File: src/rtl/alu_serial_ctrl.sv
// Bit-serial NOR/XOR/ADD/SUB sequencer: one shared alu1bit walks the operands
// LSB first, one bit per clock, behind a start/busy/done handshake.

module alu1bit (
  input  logic       a,
  input  logic       b,
  input  logic       cin,
  input  logic [1:0] op,
  output logic       s,
  output logic       cout
);
  logic b_eff;
  logic sum;
  logic maj;

  // SUB is a + ~b + 1; the +1 arrives through the carry chain seed.
  assign b_eff = b ^ (op[1] & op[0]);
  assign sum   = a ^ b_eff ^ cin;
  assign maj   = (a & b_eff) | (a & cin) | (b_eff & cin);

  always_comb begin
    s    = 1'b0;
    cout = 1'b0;
    case (op)
      2'b00:   s = ~(a | b);
      2'b01:   s = a ^ b;
      default: begin
        s    = sum;
        cout = maj;
      end
    endcase
  end
endmodule

module alu_serial_ctrl #(
  parameter int WIDTH = 8
) (
  input  logic             clk,
  input  logic             rst,
  input  logic             start,
  input  logic [1:0]       op,
  input  logic [WIDTH-1:0] a,
  input  logic [WIDTH-1:0] b,
  output logic             busy,
  output logic             done,
  output logic [WIDTH-1:0] result,
  output logic             carry,
  output logic             zero
);
  // Handshake: start is a request sampled only in IDLE or DONE; an accepted
  // start raises busy for exactly WIDTH cycles, then done pulses for one cycle
  // with result/carry/zero valid. start while busy is dropped, never queued.

  localparam int CW = $clog2(WIDTH) + 1;
  localparam logic [CW-1:0] LAST_CNT = CW'(WIDTH - 1);

  typedef enum logic [1:0] {
    ST_IDLE = 2'd0,
    ST_RUN  = 2'd1,
    ST_DONE = 2'd2
  } state_t;

  state_t           state_q, state_d;
  logic [WIDTH-1:0] a_sh_q, a_sh_d;
  logic [WIDTH-1:0] b_sh_q, b_sh_d;
  logic [WIDTH-1:0] r_sh_q, r_sh_d;
  logic [1:0]       op_q, op_d;
  logic [CW-1:0]    cnt_q, cnt_d;
  logic             cff_q, cff_d;
  logic [WIDTH-1:0] result_q, result_d;
  logic             carry_q, carry_d;
  logic             zero_q, zero_d;

  logic             alu_s;
  logic             alu_cout;
  logic [WIDTH-1:0] final_res;
  logic             accept;

  alu1bit u_alu (
    .a    (a_sh_q[0]),
    .b    (b_sh_q[0]),
    .cin  (cff_q),
    .op   (op_q),
    .s    (alu_s),
    .cout (alu_cout)
  );

  // The last bit is still on the ALU output when the result is committed.
  assign final_res = {alu_s, r_sh_q[WIDTH-1:1]};
  assign accept    = start && (state_q == ST_IDLE || state_q == ST_DONE);

  always_comb begin
    state_d  = state_q;
    a_sh_d   = a_sh_q;
    b_sh_d   = b_sh_q;
    r_sh_d   = r_sh_q;
    op_d     = op_q;
    cnt_d    = cnt_q;
    cff_d    = cff_q;
    result_d = result_q;
    carry_d  = carry_q;
    zero_d   = zero_q;

    case (state_q)
      ST_RUN: begin
        r_sh_d = final_res;
        a_sh_d = {1'b0, a_sh_q[WIDTH-1:1]};
        b_sh_d = {1'b0, b_sh_q[WIDTH-1:1]};
        cff_d  = alu_cout;
        cnt_d  = cnt_q + 1'b1;
        if (cnt_q == LAST_CNT) begin
          state_d  = ST_DONE;
          result_d = final_res;
          carry_d  = op_q[1] & alu_cout;
          zero_d   = (final_res == '0);
        end
      end
      ST_DONE: state_d = ST_IDLE;
      default: state_d = ST_IDLE;
    endcase

    if (accept) begin
      state_d = ST_RUN;
      a_sh_d  = a;
      b_sh_d  = b;
      op_d    = op;
      r_sh_d  = '0;
      cnt_d   = '0;
      cff_d   = op[1] & op[0];
    end
  end

  always_ff @(posedge clk or posedge rst) begin
    if (rst) begin
      state_q  <= ST_IDLE;
      a_sh_q   <= '0;
      b_sh_q   <= '0;
      r_sh_q   <= '0;
      op_q     <= '0;
      cnt_q    <= '0;
      cff_q    <= 1'b0;
      result_q <= '0;
      carry_q  <= 1'b0;
      zero_q   <= 1'b0;
    end else begin
      state_q  <= state_d;
      a_sh_q   <= a_sh_d;
      b_sh_q   <= b_sh_d;
      r_sh_q   <= r_sh_d;
      op_q     <= op_d;
      cnt_q    <= cnt_d;
      cff_q    <= cff_d;
      result_q <= result_d;
      carry_q  <= carry_d;
      zero_q   <= zero_d;
    end
  end

  assign busy   = (state_q == ST_RUN);
  assign done   = (state_q == ST_DONE);
  assign result = result_q;
  assign carry  = carry_q;
  assign zero   = zero_q;
endmodule

File: config.mk
export PLATFORM = sky130hd
export DESIGN_NAME = alu_serial_ctrl
export DESIGN_NICKNAME = d
export VERILOG_FILES = /design/src/rtl/alu_serial_ctrl.sv
export SDC_FILE = /design/constraint.sdc
export NUM_CORES = 1
export LEC_CHECK = 0
export CAP_MARGIN = 20
export CELL_PAD_IN_SITES_DETAIL_PLACEMENT = 0
export CELL_PAD_IN_SITES_GLOBAL_PLACEMENT = 1
export CORE_MARGIN = 1.5
export CORE_UTILIZATION = 37
export CTS_BUF_LIST = sky130_fd_sc_hd__clkbuf_4 sky130_fd_sc_hd__clkbuf_8 sky130_fd_sc_hd__clkbuf_16
export CTS_CLUSTER_DIAMETER = 150
export DETAILED_ROUTE_END_ITERATION = 10
export PLACE_DENSITY = 0.73
export SYNTH_ARGS = -nofsm -noshare
export SYNTH_HDL_FRONTEND = slang
export SYNTH_SLANG_ARGS = --single-unit
File: constraint.sdc
create_clock -name clk -period 1.7 [get_ports clk]
set_input_delay 0.34 -clock clk [delete_from_list [all_inputs] [get_ports clk]]
set_output_delay 0.34 -clock clk [all_outputs]
set_load 0.005 [all_outputs]
==> reports/metrics.yaml <==
status: "finished clean"
hold_path.class: "input pin to async pin"
crit_fanout: 3
rrSetupSlack_ps: 100
timing.final.crit_share_pct: 93.9
fin_cells: 262
grt_pass1_vias: 1278
wl_met3_microns: 123
rsz0062_at_grt: "false"
wl_met1_mm: 1.81
syn-cell-area_sq_mm: 0.00184
synth_edf_count: 0
worstPathRequired_ps: 1890
fillCellCount: 434
worst-slew-pin-transition_ps: 450
crit_top_cell: "nand2_1"
gp_congestion: 0.758
clk_latency_ps: 300
postSynthRegisterBits: 42
vdd_drop_max_mv: 0.741
cp_cell_sequence: "nand2_1, xnor2_1, fa_1, nand2_1, o21ai_1, mux2_4"
die_w_microns: 73.6
max_freq_mhz: 626
synthTopCellsByCount: "42 x dfrtp_1, 23 x nand2_1, 12 x a22oi_1, 12 x nand3_1, 11 x a22o_1"
ctsHoldBuffers: 0
synthTopCellsByArea: "dfrtp_1 57%, mux2_4 6.5%, a22o_1 5.2%"
finalCriticalPeriod_ps: 1600
fin_nets: 218
dp_cells: 254
start_util_pct: 38.8
reg2reg_to: "result[7]"
crit_arrival_ps: 1790
yosysWarnings: 0
hold_viol_final: 0
yosys.area.top_type: "dfrtp_1"
postRouteAntennaNets: 0
num_antenna_cells: 0
max_cap_violations: 0
hold_ws_ps: 396
avgSynthCellArea_sq_um: 11.8
critPathKind: "flip-flop to flip-flop"
dp_hpwl_mm: 2.63
crit_family: "adder cells"
leakagePower_nw: 1.13
setup_viol: 0
numCtsBuffers: 5
routed-via-count: 1296
cp-startpoint: "op_q[1]"
finClkSkew_ps: 12.0
drive_gt1_share_pct: 16.4
grt_max_degree: 43
cts_tree: "yes"
route.detailed.drc: 0
via_per_inst: 4.95
syn-num-nets: 180
reg2regPathDepth: 6
drv_slew: 0
core_sq_mm: 0.00475
slowest_stage: "fa_1"
path_depth: 6
cts_root_buffer: "clkbuf_8"
firstDrtPassIters: 4
wl_per_cell_microns: 14.4
cts-htree-levels: 2
die_height_microns: 73.6
met2_length_mm: 1.79
max_slew_margin_pct: 70.0
grt_use_total_pct: 15.1
wl_mm: 3.79
end_kind: "flip-flop"
pwr_density_cell_mw_per_mm2: 1810
io_pins: 33
yosysSeqAreaShare_pct: 57.0
syn_to_final_growth_pct: 32.2
max_stage_delay_ps: 440
drt_iter0_drc: 71
yosysUniqueCellTypes: 32
path_buf_inv: 0
io_buffers: 32
gr-total-overflow: 0
syn_inst: 156
synth_top_area_share_pct: 57.0
die_area_sq_mm: 0.00541
highest-signal-layer: "met4"
clockBufferDepth: 2
antenna_found_initial: 0
clk_pin_slew_ps: 90
rows: 25
final.setup.tns_ps: 0
synth_ff_type: "dfrtp_1"
reg2reg_from: "op_q[1]"
yosysMostFrequentCell: "dfrtp_1"
grt_first_pass_wirelength_mm: 6.22
crit_path_start_kind: "flip-flop"
async_flop_share_pct: 100
cts.sinks: 42
pre_cts_ws_ps: -60.1
finalWorstSetupSlack_ps: 104
[cells by family after synthesis]
kind of cell | share of synthesized area (%)
compound gates | 12.7
flops | 57.0
fa+ha+maj | 2.44
mux | 8.76
simple gates | 13.3
xor+xnor | 0.951
buf+inv | 4.82
[worst reg2reg max path, stage by stage, from the launching register on]
cell and delay, ps:
dfrtp_1 380, nand2_1 80, xnor2_1 130, fa_1 440, nand2_1 70, o21ai_1 110
mux2_4 270
[metrics by stage]
stage	power [mW]	area, sq um	utilization, %
4_1_cts	4.46	2440	51.2
2_1_floorplan	2.83	1840	-
6_report	4.40	2440	51.2
5_1_grt	4.72	2440	51.2
3_3_place_gp	3.42	2290	48.2
3_5_place_dp	3.49	2290	48.2
[metal layers]
metal	up-vias	track usage, %
met5	-	0
met4	0	5.56
met3	5	3.43
met2	22	21.4
met1	642	22.6
li1	627	-
[timing repair]
action                                  4_1_cts  5_1_grt
pin swaps                                     0        0
setup buffers                                 0        0
endpoints found under the setup margin        1        1
resized for setup                             4        1
[layout make-up]
cell class,count,area (sq um),share of cell area (%)
Multi-Input combinational cell,98,711,29.2
Clock buffer,5,68.8,2.82
Inverter,5,21.3,0.873
Clock inverter,3,68.8,2.82
Tap cell,67,83.8,3.44
Sequential cell,42,1050,43.2
Timing Repair Buffer,42,430,17.7
[worst max-delay path by stage]
| stage | to | slack [ps] |
|---|---|---|
| final | result[7] | 100 |
| after global routing | result[7] | 30 |
| after CTS | result[7] | 40 |
| after detailed placement | r_sh_q[7] | -60 |
| after global placement | r_sh_q[7] | -40 |
| after floorplan | result[7] | 130 |
[layout by cell type (no fill, tap or decap), types with 3 or more instances in the layout]
cell type,count
nor2b_1,3
nand3_1,12
mux2_4,8
mux2i_1,3
nor3_1,3
buf_12,3
buf_4,7
dfrtp_1,41
a22o_1,11
clkdlybuf4s50_1,30
clkbuf_8,5
inv_1,4
a22oi_1,12
nand2_1,23
[flip-flops by register name, indices dropped and copies added (netlist names)]
register  count
a_sh_q        8
b_sh_q        8
carry         1
cff_q         1
cnt_q         4
op_q          2
r_sh_q        7
result        8
state_q       2
zero          1
[report_power, final]
group / switching [mW] / total [mW] / internal [mW]
combinational: 0.787 / 1.74 / 0.950
sequential: 0.293 / 1.72 / 1.43
clock: 0.356 / 0.945 / 0.589
Note: power is estimated with default switching activity, not from simulation.
